### src/rtl/fruit_pkg.sv
// rtl/fruit_pkg.sv - shared constants, fixed-point types and FSM encoding for fruit motion
package fruit_pkg;

    localparam int FRAC     = 4;
    localparam int SCREEN_W = 640;
    localparam int SCREEN_H = 480;

    localparam int POS_W = 12 + FRAC;
    localparam int VEL_W = 9 + FRAC;
    localparam int INT_W = POS_W - FRAC;

    typedef logic signed [POS_W-1:0] pos_t;
    typedef logic signed [VEL_W-1:0] vel_t;
    typedef logic signed [INT_W-1:0] int_t;

    localparam int_t X_LIM = int_t'(SCREEN_W);
    localparam int_t Y_LIM = int_t'(SCREEN_H);

    typedef enum logic [1:0] {
        ST_IDLE,
        ST_WHOLE,
        ST_SPLIT
    } state_t;

    function automatic int_t int_part(input pos_t p);
        return p[POS_W-1:FRAC];
    endfunction

endpackage

### src/rtl/half_integrator.sv
// rtl/half_integrator.sv - per-half position/velocity integrator with gravity, kick and death test
module half_integrator
    import fruit_pkg::*;
#(
    parameter int GRAVITY = 4,
    parameter int VY_MAX  = 160
) (
    input  logic       clk,
    input  logic       rst_n,
    input  logic       load,
    input  pos_t       load_x,
    input  pos_t       load_y,
    input  vel_t       load_vx,
    input  vel_t       load_vy,
    input  logic       kick,
    input  vel_t       kick_dv,
    input  logic       tick,
    input  logic       hold_alive,
    input  logic       alive_in,
    input  logic [8:0] half_w,
    output logic       alive_nxt,
    output logic       en,
    output logic [9:0] posx,
    output logic [9:0] posy
);

    pos_t       x_q, x_d, y_q, y_d;
    vel_t       vx_q, vx_d, vy_q, vy_d;
    vel_t       vx_k, vy_g;
    logic       alive_q, alive_d;
    logic       en_q, en_d;
    logic [9:0] posx_q, posx_d, posy_q, posy_d;
    int_t       x_int, y_int;
    logic signed [INT_W:0] right_edge;
    logic       dead;

    always_comb begin
        vx_k    = kick ? vx_q + kick_dv : vx_q;
        vy_g    = vy_q + vel_t'(GRAVITY);
        x_d     = x_q;
        y_d     = y_q;
        vx_d    = vx_k;
        vy_d    = vy_q;
        alive_d = alive_q;

        if (load) begin
            x_d     = load_x;
            y_d     = load_y;
            vx_d    = load_vx;
            vy_d    = load_vy;
            alive_d = 1'b1;
        end else if (tick && alive_q) begin
            // Position uses the velocity before this frame's gravity step.
            x_d  = x_q + pos_t'(vx_k);
            y_d  = y_q + pos_t'(vy_q);
            vy_d = (vy_g > vel_t'(VY_MAX)) ? vel_t'(VY_MAX) : vy_g;
        end

        x_int      = int_part(x_d);
        y_int      = int_part(y_d);
        right_edge = {x_int[INT_W-1], x_int} + $signed({{(INT_W+1-9){1'b0}}, half_w});
        dead       = (y_int >= Y_LIM) || right_edge[INT_W] || (right_edge == '0)
                     || (x_int >= X_LIM);

        if (!load && tick && alive_q) begin
            alive_d = hold_alive ? alive_in : !dead;
        end

        en_d   = alive_d && !x_d[POS_W-1] && !y_d[POS_W-1];
        posx_d = x_d[FRAC+9:FRAC];
        posy_d = y_d[FRAC+9:FRAC];
    end

    always_ff @(posedge clk or negedge rst_n) begin
        if (!rst_n) begin
            x_q     <= '0;
            y_q     <= '0;
            vx_q    <= '0;
            vy_q    <= '0;
            alive_q <= 1'b0;
            en_q    <= 1'b0;
            posx_q  <= '0;
            posy_q  <= '0;
        end else begin
            x_q     <= x_d;
            y_q     <= y_d;
            vx_q    <= vx_d;
            vy_q    <= vy_d;
            alive_q <= alive_d;
            en_q    <= en_d;
            posx_q  <= posx_d;
            posy_q  <= posy_d;
        end
    end

    assign alive_nxt = alive_d;
    assign en        = en_q;
    assign posx      = posx_q;
    assign posy      = posy_q;

endmodule

### src/rtl/fruit_split_motion.sv
// rtl/fruit_split_motion.sv - fruit flight FSM: whole flight, slice split, per-half drop-off
module fruit_split_motion
    import fruit_pkg::*;
#(
    parameter int GRAVITY  = 4,
    parameter int SPLIT_DV = 16,
    parameter int VY_MAX   = 160
) (
    input  logic       clk,
    input  logic       rst_n,
    input  logic       frame_tick,
    input  logic       launch,
    input  logic [9:0] launch_x,
    input  logic [9:0] launch_y,
    input  logic [7:0] launch_vx,
    input  logic [7:0] launch_vy,
    input  logic       slice,
    input  logic [9:0] width,
    output logic       en1,
    output logic       en2,
    output logic [9:0] posx1,
    output logic [9:0] posx2,
    output logic [9:0] posy1,
    output logic [9:0] posy2,
    output logic       busy,
    output logic       done,
    output logic       sliced
);

    state_t     state_q, state_d;
    logic       done_q, done_d;
    logic       sliced_q, sliced_d;
    logic       launch_acc, slice_acc, hold2;
    logic       alive1_nxt, alive2_nxt;
    logic [8:0] half_w;
    pos_t       lx_fix, ly_fix, hw_fix;
    vel_t       lvx_fix, lvy_fix;

    assign half_w     = width[9:1];
    assign launch_acc = launch && (state_q == ST_IDLE);
    assign slice_acc  = slice && (state_q == ST_WHOLE);
    // While whole, half 2 runs the same integration offset by half_w; only
    // its liveness is slaved to half 1 so the unbroken fruit dies as one.
    assign hold2      = (state_q == ST_WHOLE) && !slice_acc;

    assign lx_fix  = pos_t'({launch_x, {FRAC{1'b0}}});
    assign ly_fix  = pos_t'({launch_y, {FRAC{1'b0}}});
    assign hw_fix  = pos_t'({half_w, {FRAC{1'b0}}});
    assign lvx_fix = vel_t'($signed({launch_vx, {FRAC{1'b0}}}));
    assign lvy_fix = vel_t'($signed({launch_vy, {FRAC{1'b0}}}));

    half_integrator #(.GRAVITY(GRAVITY), .VY_MAX(VY_MAX)) u_half1 (
        .clk        (clk),
        .rst_n      (rst_n),
        .load       (launch_acc),
        .load_x     (lx_fix),
        .load_y     (ly_fix),
        .load_vx    (lvx_fix),
        .load_vy    (lvy_fix),
        .kick       (slice_acc),
        .kick_dv    (vel_t'(-SPLIT_DV)),
        .tick       (frame_tick),
        .hold_alive (1'b0),
        .alive_in   (1'b0),
        .half_w     (half_w),
        .alive_nxt  (alive1_nxt),
        .en         (en1),
        .posx       (posx1),
        .posy       (posy1)
    );

    half_integrator #(.GRAVITY(GRAVITY), .VY_MAX(VY_MAX)) u_half2 (
        .clk        (clk),
        .rst_n      (rst_n),
        .load       (launch_acc),
        .load_x     (lx_fix + hw_fix),
        .load_y     (ly_fix),
        .load_vx    (lvx_fix),
        .load_vy    (lvy_fix),
        .kick       (slice_acc),
        .kick_dv    (vel_t'(SPLIT_DV)),
        .tick       (frame_tick),
        .hold_alive (hold2),
        .alive_in   (alive1_nxt),
        .half_w     (half_w),
        .alive_nxt  (alive2_nxt),
        .en         (en2),
        .posx       (posx2),
        .posy       (posy2)
    );

    always_comb begin
        state_d  = state_q;
        done_d   = 1'b0;
        sliced_d = sliced_q;
        case (state_q)
            ST_IDLE: begin
                if (launch) begin
                    state_d  = ST_WHOLE;
                    sliced_d = 1'b0;
                end
            end
            ST_WHOLE, ST_SPLIT: begin
                if (slice_acc) begin
                    state_d  = ST_SPLIT;
                    sliced_d = 1'b1;
                end
                if (!alive1_nxt && !alive2_nxt) begin
                    state_d = ST_IDLE;
                    done_d  = 1'b1;
                end
            end
            default: state_d = ST_IDLE;
        endcase
    end

    always_ff @(posedge clk or negedge rst_n) begin
        if (!rst_n) begin
            state_q  <= ST_IDLE;
            done_q   <= 1'b0;
            sliced_q <= 1'b0;
        end else begin
            state_q  <= state_d;
            done_q   <= done_d;
            sliced_q <= sliced_d;
        end
    end

    assign busy   = (state_q != ST_IDLE);
    assign done   = done_q;
    assign sliced = sliced_q;

endmodule
### config.mk
export PLATFORM = sky130hd
export DESIGN_NAME = fruit_split_motion
export DESIGN_NICKNAME = d
export VERILOG_FILES = /design/src/rtl/fruit_pkg.sv /design/src/rtl/half_integrator.sv /design/src/rtl/fruit_split_motion.sv
export SDC_FILE = /design/constraint.sdc
export NUM_CORES = 1
export LEC_CHECK = 0
export ABC_CLOCK_PERIOD_IN_PS = 6600
export CAP_MARGIN = 10
export CORE_MARGIN = 2
export CORE_UTILIZATION = 52
export DETAILED_ROUTE_END_ITERATION = 12
export HOLD_SLACK_MARGIN = 0.06
export PLACE_DENSITY = 0.71
export SETUP_SLACK_MARGIN = 0.4
export SYNTH_ARGS = -nofsm -noshare
export SYNTH_HDL_FRONTEND = slang
export SYNTH_SLANG_ARGS = --single-unit
### constraint.sdc
create_clock -name clk -period 6.6 [get_ports clk]
set_clock_uncertainty 0.2 [all_clocks]
set_input_delay 1.32 -clock clk [delete_from_list [all_inputs] [get_ports clk]]
set_output_delay 1.32 -clock clk [all_outputs]
set_load 0.03 [all_outputs]
==> impl_results.md <==
* Clk Latency, worst-skew pair at around 0.37 ns
* Full die area at 18500 um2
* Combinational Power Share at roughly 74%
* Area Growth Syn to Fin at 23.0%
* Most frequent cells in the layout: nor2_1 (118), buf_4 (115), dfrtp_1 (103), nand2_1 (102), clkdlybuf4s50_1 (91)
* Asr flop ratio synth at 100%
* Post-synthesis sequential area ratio at 28.4%
* Overflow after GRT at 0
* Status: completed
* Post-DP HPWL at between 15000 and 20000 um
* Seq pwr share at a little under a fifth
* Synthesized flop and latch total at slightly above 100
* DRT iter0 DRCs at between 600 and 700
* Crit path setup slack, layout at between 0.4 and 0.5 ns
* Overall die height at 136 um
* Number of synthesized flops with an enable pin at 0
* CP top delay family: compound AO/OA/AOI/OAI gates
* R2r setup slk at roughly 0.67 ns
* H-tree Lvls at 3
* Vias per inst at approximately 6.0
* Buffers added on ports at between 90 and 100
* Num CTS Buffers at 9
* Pin count of the biggest net entering global routing at 62
* Slowest stage cell, crit path: or4_4
* Syn nets at about 1200
* Slew headroom at 47.4%
* Tot GR Track Use at 28.3%
* Initial antenna violation count at 0
* Worst vdd ir at 0.332 mV
* Critical Path End Type: flip-flop
* Pwr per Cell Area at 627 nW/um2
* DRC viols at 0
* Fill cells at 1531
* DRT antenna net count at 0
* Pint at between 3 and 4 mW
* Switching share of power at 48.2%
* WHS Endpoint: u_half1.x_q[3]$_DFFE_PN0P_
* Vias in the first global route at around 8000
* Layout cells sized above 1 at about 15%
* Synth Area per Inst at 8.27 um2
* Net switching power at around 3.4 mW
* Cell mode on critical path: buf_4
* Clock power share at 7.3%
* Reg2Reg Launch Point: state_q[1]$_DFFE_PN0P_
* Worst slack, placed at -0.391 ns
* Starting density of the core at a little over half
* Unrepaired setup endpoints after global routing: yes
* # setup viols final at 0
* Critical Path RT at around 6.6 ns
* Crit share post-route at between 90 and 100%
* Worst-path clk slew at about 0.08 ns
* Minimum clock period at roughly 6.1 ns
* Cell Count, Final, Fillers Out at around 1500
* Ys Warns at 0
* Root cell of the clock tree: clkbuf_16
* R2R depth at 29
* Mapped Area at 9080 um2
* Final hold vios at 0
* Finished Cell Area at 11200 um2
* Setup_tns at 0 ns
* Startpoint Class: primary input
* Hold Path Class: reg -> reg
* FMAX at 0.163 GHz
* Crit path largest cell delay at between 0.4 and 0.5 ns
* Most common cell after layout, fill and taps aside: nor2_1
* CTS tree: built
* Synth Instances at around 1100
* Die X at roughly 140 um
* I/O pin cnt at 96
* GPL Wtd Cong at just over 0.9
* CP Class: in -> reg
* CP arrival at slightly above 6 ns
* Rows at 48
* Reg2reg end: state_q[0]$_DFFE_PN0P_
* MaxCap Viol Count at 0
* Synth cell types at 85
* CTS Sinks at slightly above 100
* Fin. max-slew vios at 0
* Hold path cells at 1
* Main synth FF type: dfrtp_1
* First-pass GRT wire length at 41300 um
* Worst-margin pin slew at 0.789 ns
* Routed WL at roughly 26000 um
* Leakage at between 4 and 5 nW
* CP bufs+invs at 5
* Via count at around 9000
* Core area at ~17000 um2
* First-pass DRT Iterations at 5
* Maximum clock insertion buffer count at 2
* Hold Crit Start: u_half1.x_q[3]$_DFFE_PN0P_
* Cells after DPL at approximately 1400
* Hold buffer count at CTS at 0
* Final nets at about 1400
* Final Core Density at around two thirds
* Area of placed instances at around 11000 um2
* ANT cells at 0
* WL/cell at 17.7 um
* Crit path max fanout at 4
## state kept, by name, summed over array words and instances, names as in the netlist, 5 cells and up
register and cells:
u_half1.posx 9, u_half1.posy 9, u_half1.vx_q 9, u_half1.vy_q 11, u_half1.x_q 6, u_half1.y_q 5, u_half2.posx 9, u_half2.posy 9
u_half2.vx_q 9, u_half2.vy_q 11, u_half2.y_q 5
## cell families (layout without fill, tap and decap cells)
family | count (synthesis) | in the layout | synth area share (%)
multiplexers | 14 | 14 | 1.67
other | 1 | 1 | 0.0413
AO/OA/AOI/OAI | 325 | 325 | 23.6
adder cells (fa/ha/maj) | 90 | 90 | 12.7
AND/OR/NAND/NOR | 393 | 393 | 21.2
buffers and inverters | 105 | 250 | 6.05
flip-flops | 103 | 103 | 28.4
XOR/XNOR | 66 | 66 | 6.37
## what timing repair did
| item | 4_1_cts | 5_1_grt |
|---|---|---|
| gates cloned | 0 | 0 |
| setup buffers | 4 | 4 |
| endpoints found under the setup margin | 7 | 6 |
| gates resized for setup | 19 | 20 |
| pin swaps | 11 | 25 |
## worst max path at each step
stage / to / slack (ns) / from / depth (start not counted)
2_1_floorplan: state_q[0]$_DFFE_PN0P_ / 0.44 / slice / 25
3_3_place_gp: state_q[0]$_DFFE_PN0P_ / -0.34 / slice / 26
3_5_place_dp: state_q[0]$_DFFE_PN0P_ / -0.39 / slice / 26
4_1_cts: state_q[0]$_DFFE_PN0P_ / 0.39 / slice / 26
5_1_grt: state_q[0]$_DFFE_PN0P_ / 0.30 / slice / 26
6_report: state_q[0]$_DFFE_PN0P_ / 0.47 / slice / 28
## layer usage
metal / routed length [um] / part of all wire [%] / vias up / global-route usage [%]
li1: - / - / 4281 / -
met1: 11400 / 44 / 4132 / 36.5
met2: 12900 / 50 / 279 / 49.5
met3: 1100 / 4.2 / 48 / 2.87
met4: 600 / 2.3 / 0 / 9.43
met5: 0 / 0 / - / 0
## cell type report
cell class                 count  area (um2)  area share (%)
timing repair buffer         209        1810            16.2
sequential                   103        2580            23.1
clock inverter                 7        38.8           0.347
clock buffer                   9         225            2.02
tap                          225         282            2.52
multi-input combinational    889        6130            54.9
inverter                      25        93.8           0.841
## power groups by stage
| stage | logic [mW] | registers (mW) | clock network (mW) |
|---|---|---|---|
| after floorplan | 3.54 | 1.17 | 0 |
| after global placement | 4.83 | 1.28 | 0 |
| after detailed placement | 4.93 | 1.29 | 0 |
| after CTS | 5.06 | 1.28 | 0.517 |
| after global routing | 5.73 | 1.34 | 0.543 |
| final | 5.19 | 1.30 | 0.512 |
## per-stage QoR
step / total power [mW] / hold WS, ns
3_5_place_dp: 6.22 / 0.299
2_1_floorplan: 4.72 / 0.275
3_3_place_gp: 6.11 / 0.295
5_1_grt: 7.61 / 0.355
4_1_cts: 6.86 / 0.326
6_report: 7.00 / 0.330
## cell usage after synthesis, types with 4 or more instances
cell type	count	area [um2]
nor2_1	118	443
nand2_1	104	390
dfrtp_1	103	2580
a21oi_1	91	455
ha_1	87	1090
o21ai_0	68	340
buf_4	40	300
xnor2_1	37	324
xor2_1	29	254
nand3_1	28	140
clkbuf_1	27	101
nor3_1	27	135
inv_1	25	93.8
a211oi_1	20	150
a21o_1	20	150
a31oi_1	16	100
and3_1	16	100
o21a_1	15	113
and2_1	14	87.6
nand2b_1	13	81.3
nor2b_1	11	68.8
nand4_1	10	62.6
buf_1	9	33.8
nor4_1	9	56.3
o31ai_1	8	60.1
a22oi_1	7	52.6
mux2i_1	7	70.1
o21bai_1	7	52.6
o221ai_1	7	61.3
o22ai_1	7	43.8
or3_1	7	43.8
a221oi_1	6	52.6
o311ai_0	6	52.6
and4_1	5	43.8
mux2_2	5	56.3
nand4b_1	5	43.8
or4_1	5	37.5
buf_2	4	20.0
nor4b_1	4	35.0
o2111ai_1	4	35.0
o211ai_1	4	30.0
No activity file was read; power rests on OpenSTA's default activity.
==> edit, RTL diff (config.mk and constraints unchanged) <==
Put a register stage on the output `posy1`. The value now appears one clock later. The other outputs are not delayed to match.
--- a/src/rtl/fruit_split_motion.sv
+++ b/src/rtl/fruit_split_motion.sv
@@ -26,6 +26,8 @@
     output logic       done,
     output logic       sliced
 );
+
+    logic [9:0] posy1_d;
 
     state_t     state_q, state_d;
     logic       done_q, done_d;
@@ -66,7 +68,7 @@
         .alive_nxt  (alive1_nxt),
         .en         (en1),
         .posx       (posx1),
-        .posy       (posy1)
+        .posy       (posy1_d)
     );
 
     half_integrator #(.GRAVITY(GRAVITY), .VY_MAX(VY_MAX)) u_half2 (
@@ -130,4 +132,8 @@
     assign done   = done_q;
     assign sliced = sliced_q;
 
+    always_ff @(posedge clk) begin
+        posy1 <= posy1_d;
+    end
+
 endmodule
Formal check against the unedited RTL: not equivalent (a bounded check fails within 4 cycles, from zero or initial values and one cycle with rst_n low).
==> edit against the unedited design <==
Setup slack improved by 0.36 ns. Utilization shrank 0.34 points. Synthesized area increased by 0.54%. Combinational power down 8.9%. Sequential power is 9% higher. Fmax up 6.2%. Sequential cell count up 10. Die area increased by 0.52%. Design area fell by 0.17%. Wire length down 1.2%. Power rose by 1.1%. Final cell count is 2.5% lower. First-iteration DRC count shrank 0.31%. Critical endpoint unchanged. Largest cell class unchanged.
==> edit: results (changes against the unedited design) <==
Total Routing Usage GR = 28.3% (about the same)
Wire per inst = 17.9 um (was 17.7 um)
Vias = 8,508 (was 8,740)
H-Tree Depth = 4 (was 3)
Largest net degree at the start of global routing = 60 (was 62)
Synth unique cells = 86 (was 85)
Status = finished clean (unchanged)
Peak VDD IR = 0.000376 V (was 0.000332 V)
Final Wtd Congestion = 0.883 (was 0.914)
Cts bufs inserted = 17 (was 9)
Cells after Synth = 1,084 (was 1,097)
Compound-Gate Fraction of Synth Area = 21.8% (was 23.6%)
Placed instance area = 10,400 um^2 (was 10,700 um^2)
First-pass GRT wire length = 41.1 mm (was 41.3 mm)
Hold endpoint = posy1[1]$_DFF_P_ (was u_half1.x_q[3]$_DFFE_PN0P_)
Synth Area in XOR/XNOR = 6.40% (was 6.37%)
Vias in the first global route = 8,290 (was 8,164)
Clock transition at the registers of the reported paths = 0.06 ns (was 0.08 ns)
Maximum clock path buffer count = 2 (unchanged)
Initial antenna violation count = 1 (was 0)
Asr flop ratio synth = 91.2% (was 100%)
Arrival @ worst endpoint = 5.93 ns (was 6.18 ns)
Largest stage delay on the critical path = 0.60 ns (was 0.46 ns)
Most frequent cells after synthesis = nor2_1 (129), dfrtp_1 (103), nand2_1 (101) (was nor2_1 (118), nand2_1 (104), dfrtp_1 (103))
Pre-CTS setup slack = -0.198 ns (was -0.391 ns)
LEAKAGE = 4.77 nW (was 4.91 nW)
Drt total wl = 25.6 mm (was 25.9 mm)
Hold_ws = 0.199 ns (was 0.330 ns)
Top cells by area, synth = dfrtp_1 (28%), ha_1 (12%), nor2_1 (5.3%) (was dfrtp_1 (28%), ha_1 (12%), a21oi_1 (5.0%))
Clk Latency, worst-skew pair = 0.42 ns (was 0.37 ns)
Placed Instances = 1,392 (was 1,443)
Worst reg2reg path depth = 27 (was 29)
Critical path's top delay family = compound AO/OA/AOI/OAI gates (unchanged)
Final net count = 1,333 (was 1,378)
Hold wc startpoint = u_half1.posy[1]$_DFF_PN0_ (was u_half1.x_q[3]$_DFFE_PN0P_)
Reg2Reg Setup Slack = 0.91 ns (was 0.67 ns)
Seq/Total Area, Yosys = 30.4% (was 28.4%)
Initial DRC Count = 651 (was 653)
Crit path max fanout = 6 (was 4)
Slew headroom = 45.5% (was 47.4%)
Post-Synth Adder-Cell Area = 12.6% (was 12.7%)
Worst setup margin = 0.826 ns (was 0.469 ns)
# Post-CTS Setup Buffers = 1 (was 4)
Share of cells above drive strength 1 = 13.4% (was 15.1%)
Hpwl dp = 18.8 mm (was 20.0 mm)
Synth Flop Type = dfrtp_1 (unchanged)
Syn nets = 1,225 (was 1,238)
Hold Crit Depth = 0 (was 1)
CTS resizes = 10 (was 19)
Post-synthesis mux area share = 1.38% (was 1.67%)
Top Registers = u_half1.vy_q: 11 flops, u_half2.vy_q: 11 flops, posy1: 10 flops (was u_half1.vy_q: 11 flops, u_half2.vy_q: 11 flops)
## edit: routing by layer
| layer | share of wire (%) | track usage (%) | up-vias | wire [um] |
|---|---|---|---|---|
| met5 | 0.062 | 0 | - | 16 |
| met4 | 2.6 | 9.61 | 2 | 660 |
| met3 | 4.4 | 4.88 | 45 | 1120 |
| met2 | 49 | 48.8 | 252 | 12600 |
| met1 | 44 | 35.6 | 4032 | 11300 |
| li1 | - | - | 4177 | - |
## edit: cell type report
| type | instances | area, um^2 |
|---|---|---|
| multi-input combinational | 883 | 6010 |
| timing repair buffer | 156 | 1410 |
| inverter | 21 | 78.8 |
| tap | 225 | 282 |
| sequential | 113 | 2780 |
| fill | 1494 | 6090 |
| clock buffer | 17 | 425 |
| clock inverter | 15 | 160 |
## edit: report_power, final
part / leakage [nW] / internal, mW / switching (mW)
combinational: 3.19 / 2.10 / 2.63
clock: 0.273 / 0.559 / 0.365
sequential: 1.30 / 1.03 / 0.385
